### src/rtl/if_reg.sv
// Instruction-fetch stage register: owns the fetch PC, drives the IF bus
// strobe/address and captures the returned word into the IF/ID register.
module if_reg #(
    parameter logic [29:0] RESET_VECTOR = 30'h0000_0000,
    parameter logic [31:0] NOP_INSN     = 32'h0000_0013
) (
    input  logic        clk,
    input  logic        reset,
    input  logic        stall,
    input  logic        flush,
    input  logic [29:0] new_pc,
    input  logic        br_taken,
    input  logic [29:0] br_addr,
    input  logic [31:0] insn_in,
    output logic [29:0] if_addr,
    output logic        if_as_,
    output logic [29:0] if_pc,
    output logic [31:0] if_insn,
    output logic        if_en,
    output logic [31:0] fetch_cnt
);

    localparam int unsigned PC_W   = 30;
    localparam int unsigned INSN_W = 32;
    localparam int unsigned CNT_W  = 32;

    typedef enum logic {
        BOOT = 1'b0,
        RUN  = 1'b1
    } state_e;

    state_e              state_q, state_d;
    logic [PC_W-1:0]     pc_q, pc_d;
    logic [PC_W-1:0]     if_pc_q, if_pc_d;
    logic [INSN_W-1:0]   if_insn_q, if_insn_d;
    logic                if_en_q, if_en_d;
    logic [CNT_W-1:0]    cnt_q, cnt_d;

    // State and pipeline register bank
    always_ff @(posedge clk or posedge reset) begin
        if (reset) begin
            state_q   <= BOOT;
            pc_q      <= RESET_VECTOR;
            if_pc_q   <= RESET_VECTOR;
            if_insn_q <= NOP_INSN;
            if_en_q   <= 1'b0;
            cnt_q     <= '0;
        end else begin
            state_q   <= state_d;
            pc_q      <= pc_d;
            if_pc_q   <= if_pc_d;
            if_insn_q <= if_insn_d;
            if_en_q   <= if_en_d;
            cnt_q     <= cnt_d;
        end
    end

    // Next state: redirects squash the slot, stall freezes everything
    always_comb begin
        state_d   = state_q;
        pc_d      = pc_q;
        if_pc_d   = if_pc_q;
        if_insn_d = if_insn_q;
        if_en_d   = if_en_q;
        cnt_d     = cnt_q;

        unique case (state_q)
            BOOT: begin
                state_d = RUN;
            end
            RUN: begin
                if (flush) begin
                    pc_d      = new_pc;
                    if_pc_d   = pc_q;
                    if_insn_d = NOP_INSN;
                    if_en_d   = 1'b0;
                end else if (stall) begin
                    pc_d = pc_q;
                end else if (br_taken) begin
                    pc_d      = br_addr;
                    if_pc_d   = pc_q;
                    if_insn_d = NOP_INSN;
                    if_en_d   = 1'b0;
                end else begin
                    pc_d      = pc_q + PC_W'(1);
                    if_pc_d   = pc_q;
                    if_insn_d = insn_in;
                    if_en_d   = 1'b1;
                    cnt_d     = (cnt_q == {CNT_W{1'b1}}) ? cnt_q : cnt_q + CNT_W'(1);
                end
            end
            default: state_d = BOOT;
        endcase
    end

    assign if_addr   = pc_q;
    assign if_as_    = (state_q == BOOT) ? 1'b1 : 1'b0;
    assign if_pc     = if_pc_q;
    assign if_insn   = if_insn_q;
    assign if_en     = if_en_q;
    assign fetch_cnt = cnt_q;

endmodule

### config.mk
export PLATFORM = sky130hd
export DESIGN_NAME = if_reg
export DESIGN_NICKNAME = d
export VERILOG_FILES = /design/src/rtl/if_reg.sv
export SDC_FILE = /design/constraint.sdc
export NUM_CORES = 1
export LEC_CHECK = 0
export BUFFER_PORTS_ARGS = -buffer_cell sky130_fd_sc_hd__buf_2
export CORE_MARGIN = 2
export CORE_UTILIZATION = 40
export CTS_CLUSTER_DIAMETER = 100
export DETAILED_ROUTE_END_ITERATION = 16
export GPL_TIMING_DRIVEN = 0
export HOLD_SLACK_MARGIN = 0.08
export PLACE_DENSITY = 0.67
export SYNTH_ARGS = -nofsm -noshare
export SYNTH_HDL_FRONTEND = slang
export SYNTH_SLANG_ARGS = --single-unit
export TNS_END_PERCENT = 10
### constraint.sdc
create_clock -name clk -period 6.6 [get_ports clk]
set_clock_uncertainty 0.2 [all_clocks]
set_input_delay 1.65 -clock clk [delete_from_list [all_inputs] [get_ports clk]]
set_output_delay 1.65 -clock clk [all_outputs]
set_load 0.02 [all_outputs]
# Word level (Yosys, flattened, before mapping)

Index checks and enable logic that the tools add are counted.

Register bits after elaboration: 126
Input bits: 97
Word-level logic and storage cells: 28

$add $sub $neg: 2
Equal/unequal tests: 2
Mux-type cells: 12
Bitwise logic cells: 4
Reductions and logical operators: 2

Operators with widths:

| kind                                                                    | number |
|---|---|
| 30-bit two-way mux                                                      | 5 |
| 32-bit two-way mux                                                      | 3 |
| 32-bit by 1-bit adder with 32-bit output, second input constant         | 1 |
| 32-bit equality test, second input constant                             | 1 |
| 30-bit by 1-bit adder with 30-bit output, second input constant         | 1 |
| 5-bit AND reduction                                                     | 1 |
| 1-bit two-way mux                                                       | 4 |
| 1-bit NOT                                                               | 4 |
| 2-bit by 1-bit inequality test with 1-bit output, second input constant | 1 |
| 2-bit AND reduction                                                     | 1 |

# Logic depth before layout (Yosys ltp)

Gate-level depths: netlist (run 1).

Word-level depth: 4
Gate-level depth with buffers: 7

# Worst setup path after synthesis (run 1)

Ideal clock, no wire load.

Path kind: input -> register
From: input br_taken
To: register cnt_q[31], in the netlist fetch_cnt[31]
Setup time: 0.127 ns
Arrival time: 3.287 ns
Data required time: 6.273 ns
Path slack: 2.985 ns
Stages on the path: 5
Cell sequence: or4b_4 > nor3_4 > nor3b_4 > and3b_1 > mux2_1

Word-level cells in the longest chain between the ends: 2

Ends and longest elaborated chain:

| item                          | RTL line | source |
|---|---|---|
| start: declaration            | 12       | `input logic br_taken,` |
| 1-bit NOT (no line)           | --       |  |
| 5-bit AND reduction (no line) | --       |  |
| end signal: assignment        | 54       | `cnt_q <= cnt_d;` |
| end: declaration              | 37       | `logic [CNT_W-1:0] cnt_q, cnt_d;` |

No other way between the ends.
A chain may end at the register's enable or synchronous reset.

# Final worst setup path (run 1)

From: input br_taken
To: register pc_q[25], in the netlist if_addr[25]

Word-level cells in the longest chain between the ends: 3

Ends and longest elaborated chain:

| item                   | RTL line | source |
|---|---|---|
| 30-bit two-way mux     | 79       | `end else if (br_taken) begin` |
| 30-bit two-way mux     | 77       | `end else if (stall) begin` |
| 30-bit two-way mux     | 72       | `if (flush) begin` |
| end signal: assignment | 50       | `pc_q <= pc_d;` |
| end: declaration       | 33       | `logic [PC_W-1:0] pc_q, pc_d;` |

No other way between the ends. The select of a mux whose other input is x is not followed.

==> summary.md, run 1 <==
| Metric | Value |
|---|---|
| Row count | `45` |
| FMAX | `roughly 260 MHz` |
| Crit-path cells | `buf_2, clkbuf_1, nor4b_1, clkbuf_1, clkbuf_1, a221oi_1, nand2_1` |
| Worst-Margin Slew | `between 0.8 and 0.9 ns` |
| First-pass GRT wire length | `between 30 and 40 mm` |
| CTS buffer count | `17` |
| CORE AREA | `~15000 um2` |
| Arrival time worst endpoint | `between 3 and 4 ns` |
| Slowest-stage cell, CP | `nor4b_1` |
| Final nets | `between 900 and 1000` |
| ANT nets after route | `0` |
| Final Wtd Congestion | `0.9208` |
| Post-CTS setup buffer count | `0` |
| Final hold vios | `0` |
| Delay-heaviest family, CP | `buffers and inverters` |
| Port bufs | `222` |
| Pin count of the biggest net entering global routing | `a little under 80` |
| Share of post-route cells with drive strength above 1 | `between 20% and 30%` |
| Clock root buffer | `clkbuf_16` |
| Hold crit path type | `reg -> reg` |
| Post-synth ARST share | `100.0%` |
| P&R area growth vs syn | `31.66%` |
| DR vias | `around 6000` |
| CTS H-tree depth | `4` |
| Final setup violating endpoints | `0` |
| CP Launch Type | `input port` |
| Crit path top cell by count | `clkbuf_1` |
| Die Wd | `roughly 130 um` |
| Drt wl/cell | `~18 um` |
| DRT iter0 DRCs | `between 400 and 500` |
| Synthesized instance count | `around 660` |
| EDFF count, synth | `0` |
| Leakage | `4.122 nW` |
| Drt pass-1 iters | `5` |
| Initial antenna violation count | `2` |
| CTS Buffer Depth | `2` |
| Kind of critical path | `in -> reg` |
| Maximum vdd drop | `about 0.18 mV` |
| Worst skew pair latency | `approximately 0.42 ns` |
| Final Power | `between 2 and 2.5 mW` |
| Gr ovfl total | `0` |
| Sink Count | `126` |
| Sequential area share after synthesis | `between 50% and 60%` |
| DR DRC count | `0` |
| Clock slew at reported path FFs | `approximately 0.06 ns` |
| HPWL Detailed | `between 10 and 15 mm` |
| Hold-fix buffers, CTS | `0` |
| Syn Nets | `between 700 and 800` |
| Placed cell count | `approximately 1100` |
| Seq cells post-synth | `around 130` |
| Drt via density | `5.446` |
| Max incr delay on CP | `~0.8 ns` |
| Boundary Pins | `between 200 and 250` |
| Fin crit period | `3.789 ns` |
| Slew headroom | `~45%` |
| CP Max Fanout | `10` |
| Post-Layout Cell Count | `between 1000 and 1500` |
| Synth Warn # | `0` |
| Yosys cell types | `62` |
| Critical path required time | `6.76 ns` |
| Tcrit/Tclk final | `57.41%` |
| Worst path buffer plus inverter count | `4` |
| Setup crit end kind | `flip-flop` |
| Syn_area_per_cell | `approximately 9.5 um2` |
| Status | `complete, no violations` |
| Die area | `around 17000 um2` |
| # Max-Cap Violations | `0` |
| Die Ht | `approximately 130 um` |
| Vias in the first global route | `5735` |
| Max-slew violations | `0` |
| RSZ-0062 raised after global routing | `no` |
| Pwr dens | `roughly 280 nW/um2` |
| CTS tree | `done` |
| Top_reg_cell synth | `dfrtp_1` |
| PostCTS Resize Cnt | `0` |
| Cell Area, Synth | `~6200 um2` |
| Initial Util | `41.08%` |
| Drt total wl | `between 15 and 20 mm` |
| GR Util All Layers | `roughly a quarter` |
-- power by group --
part | internal, mW | leakage, nW | total, mW | switching, mW
Combinational | 0.162 | 2.21 | 0.451 | 0.289
Clock | 0.578 | 0.283 | 0.942 | 0.364
Sequential | 0.856 | 1.63 | 0.945 | 0.0882
Total | 1.60 | 4.12 | 2.34 | 0.741
-- cell type report --
| type | instances | area, um2 |
|---|---|---|
| tap | 188 | 235.2 |
| timing repair buffer | 223 | 1139 |
| buffer | 43 | 165.2 |
| multi-input combinational | 478 | 2885 |
| clock buffer | 20 | 456.7 |
| inverter | 10 | 42.54 |
| sequential | 126 | 3157 |
| fill | 1423 | 6980 |
| antenna | 2 | 5.005 |
| clock inverter | 12 | 136.4 |
-- path summary, 6_finish.rpt --
path | slack, ns | start | depth (start not counted) | end
setup / recovery | 2.81 | br_taken | 7 | if_addr[25]
hold / removal | 0.27 | if_pc[19] | 2 | if_pc[19]
setup reg to reg | 4.04 | if_addr[7] | 6 | if_addr[27]
hold reg to reg | 0.27 | if_pc[19] | 2 | if_pc[19]
max in group asynchronous | 4.36 | reset | 3 | if_insn[4]
min in group asynchronous | 1.06 | reset | 2 | if_insn[15]
-- sequential cells by signal, summed over array words and instances, names as in the netlist --
| register | cells |
|---|---|
| state_q | 1 |
| if_insn | 32 |
| if_pc | 30 |
| if_en | 1 |
| if_addr | 30 |
| fetch_cnt | 32 |
-- logic make-up after synthesis --
| family | count (synthesis) | share of synthesized area (%) |
|---|---|---|
| AOI/OAI and AO/OA | 127 | 14.59 |
| xor gates and xnor gates | 37 | 5.189 |
| adders and majority gates | 2 | 0.4007 |
| buffers and inverters | 53 | 3.246 |
| DFF | 126 | 50.55 |
| muxes | 13 | 2.184 |
| other | 1 | 0.06005 |
| and+or+nand+nor | 298 | 23.78 |
-- per-stage QoR --
step                setup TNS, ns  instance area (um2)  worst slack [ns]  hold slack [ns]  utilization, %
floorplan                       0                 6245             1.399           0.3896               -
finish                          0                 8222             2.811           0.2708           54.08
global route                    0                 8222             2.555           0.2921           54.08
CTS                             0                 8217             2.727           0.2731           54.05
detailed placement              0                 7624             2.288           0.2588           50.15
global placement           -20.88                 7591           -0.1808           0.2539           49.93
-- tightest hold or removal path: stages, from the launching register on --
cell	delay [ns]
dfrtp_1	0.34
nand2_1	0.05
nand2_1	0.05
-- routing by layer --
metal / GRT usage (%) / up-vias / part of all wire, %
li1: - / 2830 / -
met1: 32.34 / 2850 / 43
met2: 38.00 / 289 / 47
met3: 5.031 / 32 / 7.4
met4: 9.079 / 0 / 1.8
met5: 0 / - / 0
-- cell usage after synthesis, types with 2 or more instances --
cell type,number,share of area [%]
nand2_1,131,7.9
dfrtp_1,123,49
clkbuf_1,38,2.3
nor2_1,37,2.2
a22o_1,34,4.8
nand3_1,33,2.6
xnor2_1,29,4.1
nand4_1,25,2.5
o21ai_0,22,1.8
a21oi_1,19,1.5
and3_1,18,1.8
inv_1,10,0.60
a22oi_1,9,1.1
nor2b_1,9,0.90
mux2i_1,8,1.3
nor3_1,8,0.64
xor2_1,8,1.1
nand2b_1,7,0.70
o211ai_1,6,0.72
a31oi_1,5,0.50
and2_1,5,0.50
nand4b_1,5,0.70
mux2_2,4,0.72
a21o_1,3,0.36
a221oi_1,3,0.42
and4_1,3,0.42
dfstp_2,3,1.3
nor4_1,3,0.30
o22a_1,3,0.42
o22ai_1,3,0.30
o41ai_1,3,0.42
a211oi_1,2,0.24
buf_1,2,0.12
buf_2,2,0.16
ha_1,2,0.40
o21a_1,2,0.24
o2bb2ai_1,2,0.28
o31a_1,2,0.28
o31ai_1,2,0.24
or4b_1,2,0.32
-- placed cells by master (no fill, tap or decap), types with 8 or more instances in the layout --
cell,instances
xnor2_1,29
nand2_1,131
o21ai_0,22
clkbuf_1,39
a22o_1,34
nand3_1,33
nand4_1,25
a21oi_1,19
xor2_1,8
dfrtp_1,123
buf_2,224
inv_1,9
nor2_1,37
nor2b_1,9
mux2i_1,8
and3_1,18
clkbuf_16,17
a22oi_1,9
nor3_1,8
(Power assumes the default switching activity.)
==> run 2, diff against run 1 <==
ABC_AREA = 1   (was unset)
PLACE_DENSITY = 0.68   (was 0.67)
clock period = 3.15 ns   (was 6.6 ns; I/O delays follow)
==> summary.md, run 2 <==
| Metric | Value |
|---|---|
| Status | `complete, no violations` |
| DR DRC count | `0 (unchanged)` |
| Most common cell after layout, fill and taps aside | `nand2_1` |
| Complex-gate fraction of the synthesized area | `10.19% (-4.4 points)` |
| Commonest non-fill, non-tap cells in the layout | `nand2_1, buf_2, nor2_1, dfrtp_1, inv_1` |
| Arrival time worst endpoint | `2.43 ns (-1.52 ns)` |
| PostCTS Resize Cnt | `0 (unchanged)` |
| CTS tree | `done` |
| Vias in the first global route | `6408 (+12%)` |
| Critical path required time | `3.26 ns (-3.50 ns)` |
| Slew headroom | `52.76% (+7.3 points)` |
| DR vias | `7017 (+17%)` |
| Post-CTS setup buffer count | `0 (unchanged)` |
| Initial antenna violation count | `2 (unchanged)` |
| Leakage | `4.700 nW (+14%)` |
| EDFF count, synth | `0 (unchanged)` |
| Die Ht | `135.0 um (+4.7%)` |
| XOR/XNOR share of the synthesized area | `4.085% (-1.1 points)` |
| Post-synth ARST share | `100.0% (unchanged)` |
| Worst-Margin Slew | `0.7071 ns (-0.09908 ns)` |
| Worst reg-to-reg path cell count | `11 (+5)` |
| Sink Count | `126 (unchanged)` |
| Final hold vios | `0 (unchanged)` |
| CP Max Fanout | `10 (unchanged)` |
| Initial Util | `41.08% (about the same)` |
| Final Wtd Congestion | `0.9378 (+1.8%)` |
| RSZ-0062 raised after global routing | `no` |
| Synth Warn # | `0 (unchanged)` |
| Yosys top cell by area | `dfrtp_1` |
| Hold crit path type | `reg -> reg` |
| Clock root buffer | `clkbuf_16` |
| Gr ovfl total | `0 (unchanged)` |
| CORE AREA | `16700 um2 (+9.9%)` |
| Hold Path Sink | `if_pc[9]` |
| Cell Area, Synth | `6862 um2 (+9.9%)` |
| DRT iter0 DRCs | `535 (+10%)` |
| Drt wl/cell | `16.03 um (-11%)` |
| Synth top area share | `44.86% (-4.4 points)` |
| CTS buffer count | `17 (unchanged)` |
| FMAX | `approximately 430 MHz` |
| Die Wd | `135.0 um (+4.7%)` |
| P&R area growth vs syn | `30.76%` |
| Syn Nets | `1029 (+36%)` |
| Syn_area_per_cell | `7.378 um2 (-22%)` |
| CTS Buffer Depth | `2 (unchanged)` |
| Clock slew at reported path FFs | `0.06 ns (about the same)` |
| Final setup violating endpoints | `0 (unchanged)` |
| Yosys cell types | `39 (-37%)` |
| Final nets | `1273 (+28%)` |
| Pwr dens | `588.4 nW/um2 (+110%)` |
| ANT nets after route | `0 (unchanged)` |
| HPWL Detailed | `17.18 mm (+21%)` |
| Port bufs | `222 (unchanged)` |
| # Max-Cap Violations | `0 (unchanged)` |
| Die area | `18220 um2 (+9.6%)` |
| Drt total wl | `22.57 mm (+14%)` |
| Hold Crit Start | `if_pc[9]` |
| Min Hold Slack | `0.2744 ns (+0.003532 ns)` |
| Worst r2r src | `fetch_cnt[0]` |
| Post-synthesis simple-gate area fraction | `33.75% (+10 points)` |
| Share of post-route cells with drive strength above 1 | `24.09% (-5.7 points)` |
| Drt via density | `4.984 (-8.5%)` |
| CP Launch Type | `flip-flop` |
| Boundary Pins | `223 (unchanged)` |
| Most frequent cell after synthesis | `nand2_1` |
| Top_reg_cell synth | `dfrtp_1` |
| Maximum vdd drop | `0.3884 mV (+120%)` |
| Setup crit end kind | `flip-flop` |
| Sequential area share after synthesis | `46.01% (-4.5 points)` |
| Synth area leaders | `dfrtp_1, nand2_1, nor2_1, a22o_1, o21ai_0` |
| CTS H-tree depth | `4 (unchanged)` |
| Synthesized instance count | `930 (+42%)` |
| Post-synthesis mux area share | `0% (-2.2 points)` |
| Kind of critical path | `reg -> reg` |
| Pin count of the biggest net entering global routing | `34 (-56%)` |
| R2r endpoint | `fetch_cnt[20]` |
| Worst Setup SP | `fetch_cnt[0]` |
| Worst skew pair latency | `0.43 ns (about the same)` |
| Hold-fix buffers, CTS | `0 (unchanged)` |
| Row count | `47 (+4.4%)` |
| Largest family of logic cells by synthesized area | `simple AND/OR/NAND/NOR gates` |
| Seq cells post-synth | `126 (unchanged)` |
| Max-slew violations | `0 (unchanged)` |
| Placed cell count | `1375 (+29%)` |
| R2R Setup Slk | `0.83 ns (-3.21 ns)` |
| Worst hold path depth | `2 (unchanged)` |
| Tcrit/Tclk final | `between 70 and 80%` |
| Post-Layout Cell Count | `1408 (+28%)` |
| First-pass GRT wire length | `34.75 mm (+13%)` |
| Sum of negative setup slack | `0 ns (unchanged)` |
| GR Util All Layers | `24.99% (+1.1 points)` |
| Commonest cells post-synth | `nand2_1, nor2_1, dfrtp_1` |
| Fin crit period | `approximately 2.3 ns` |
| Final Power | `5.279 mW (+130%)` |
| Adder-cell share of the synthesized area | `0.3647% (-0.036 points)` |
| Drt pass-1 iters | `5 (unchanged)` |
==> run 2: changes by cell type after synthesis, moves of 17 or more <==
cell      delta
nand2_1    +245
clkbuf_1    -21
inv_1       +36
and3_1      -18
xnor2_1     -17
nor2_1      +89
nand4_1     -20
o21ai_0     +18
==> run 2: cell families after synthesis <==
kind of cell / after synthesis
DFF: 126
xor gates and xnor gates: 32
buffers and inverters: 87
adders and majority gates: 2
and+or+nand+nor: 570
other: 1
AOI/OAI and AO/OA: 112
==> run 2: how the worst max path moves through the flow <==
stage | to | depth (start not counted)
6_report | fetch_cnt[20] | 11
5_1_grt | fetch_cnt[11] | 11
4_1_cts | fetch_cnt[20] | 11
3_5_place_dp | if_addr[1] | 9
3_3_place_gp | if_insn[10] | 2
2_1_floorplan | fetch_cnt[0] | 1
==> run 2: power by group <==
part,switching (mW),total (mW),internal (mW)
registers,0.203,2.01,1.80
logic,0.690,1.06,0.367
clock network,0.744,2.22,1.47
==> run 2: routing by layer <==
layer,up-vias,track usage (%),routed length (um)
met5,-,0,15
met4,2,8.623,465
met3,36,5.893,1703
met2,271,37.34,10040
met1,3251,35.65,10350
li1,3457,-,-
==> run 2: per-stage QoR <==
stage | instance area [um2] | util, % | worst slack (ns)
2_1_floorplan | 6865 | - | 0.6117
3_5_place_dp | 8312 | 49.77 | 0.4941
5_1_grt | 8972 | 53.72 | 0.7037
4_1_cts | 8970 | 53.71 | 0.8325
6_report | 8972 | 53.72 | 0.8269
3_3_place_gp | 8252 | 49.41 | -0.2914
==> run 2: worst max-delay path: stages, from the launching register on <==
cell and delay (ns):
dfrtp_1 0.45, ha_1 0.38, nand3_4 0.17, nor2_4 0.16, nand3_2 0.15, clkinv_2 0.09
nand3_2 0.09, nand2_4 0.17, inv_6 0.07, buf_6 0.15, nand2_1 0.08, nand2_1 0.05
==> run 2: cell type report <==
type                       count  area, um2
fill                        1693       7729
multi-input combinational    717       3324
sequential                   126       3157
timing repair buffer         225       1171
clock buffer                  23      478.0
tap                          220      275.3
inverter                      51      201.4
buffer                        36      182.7
clock inverter                 9      180.2
antenna                        1      2.502
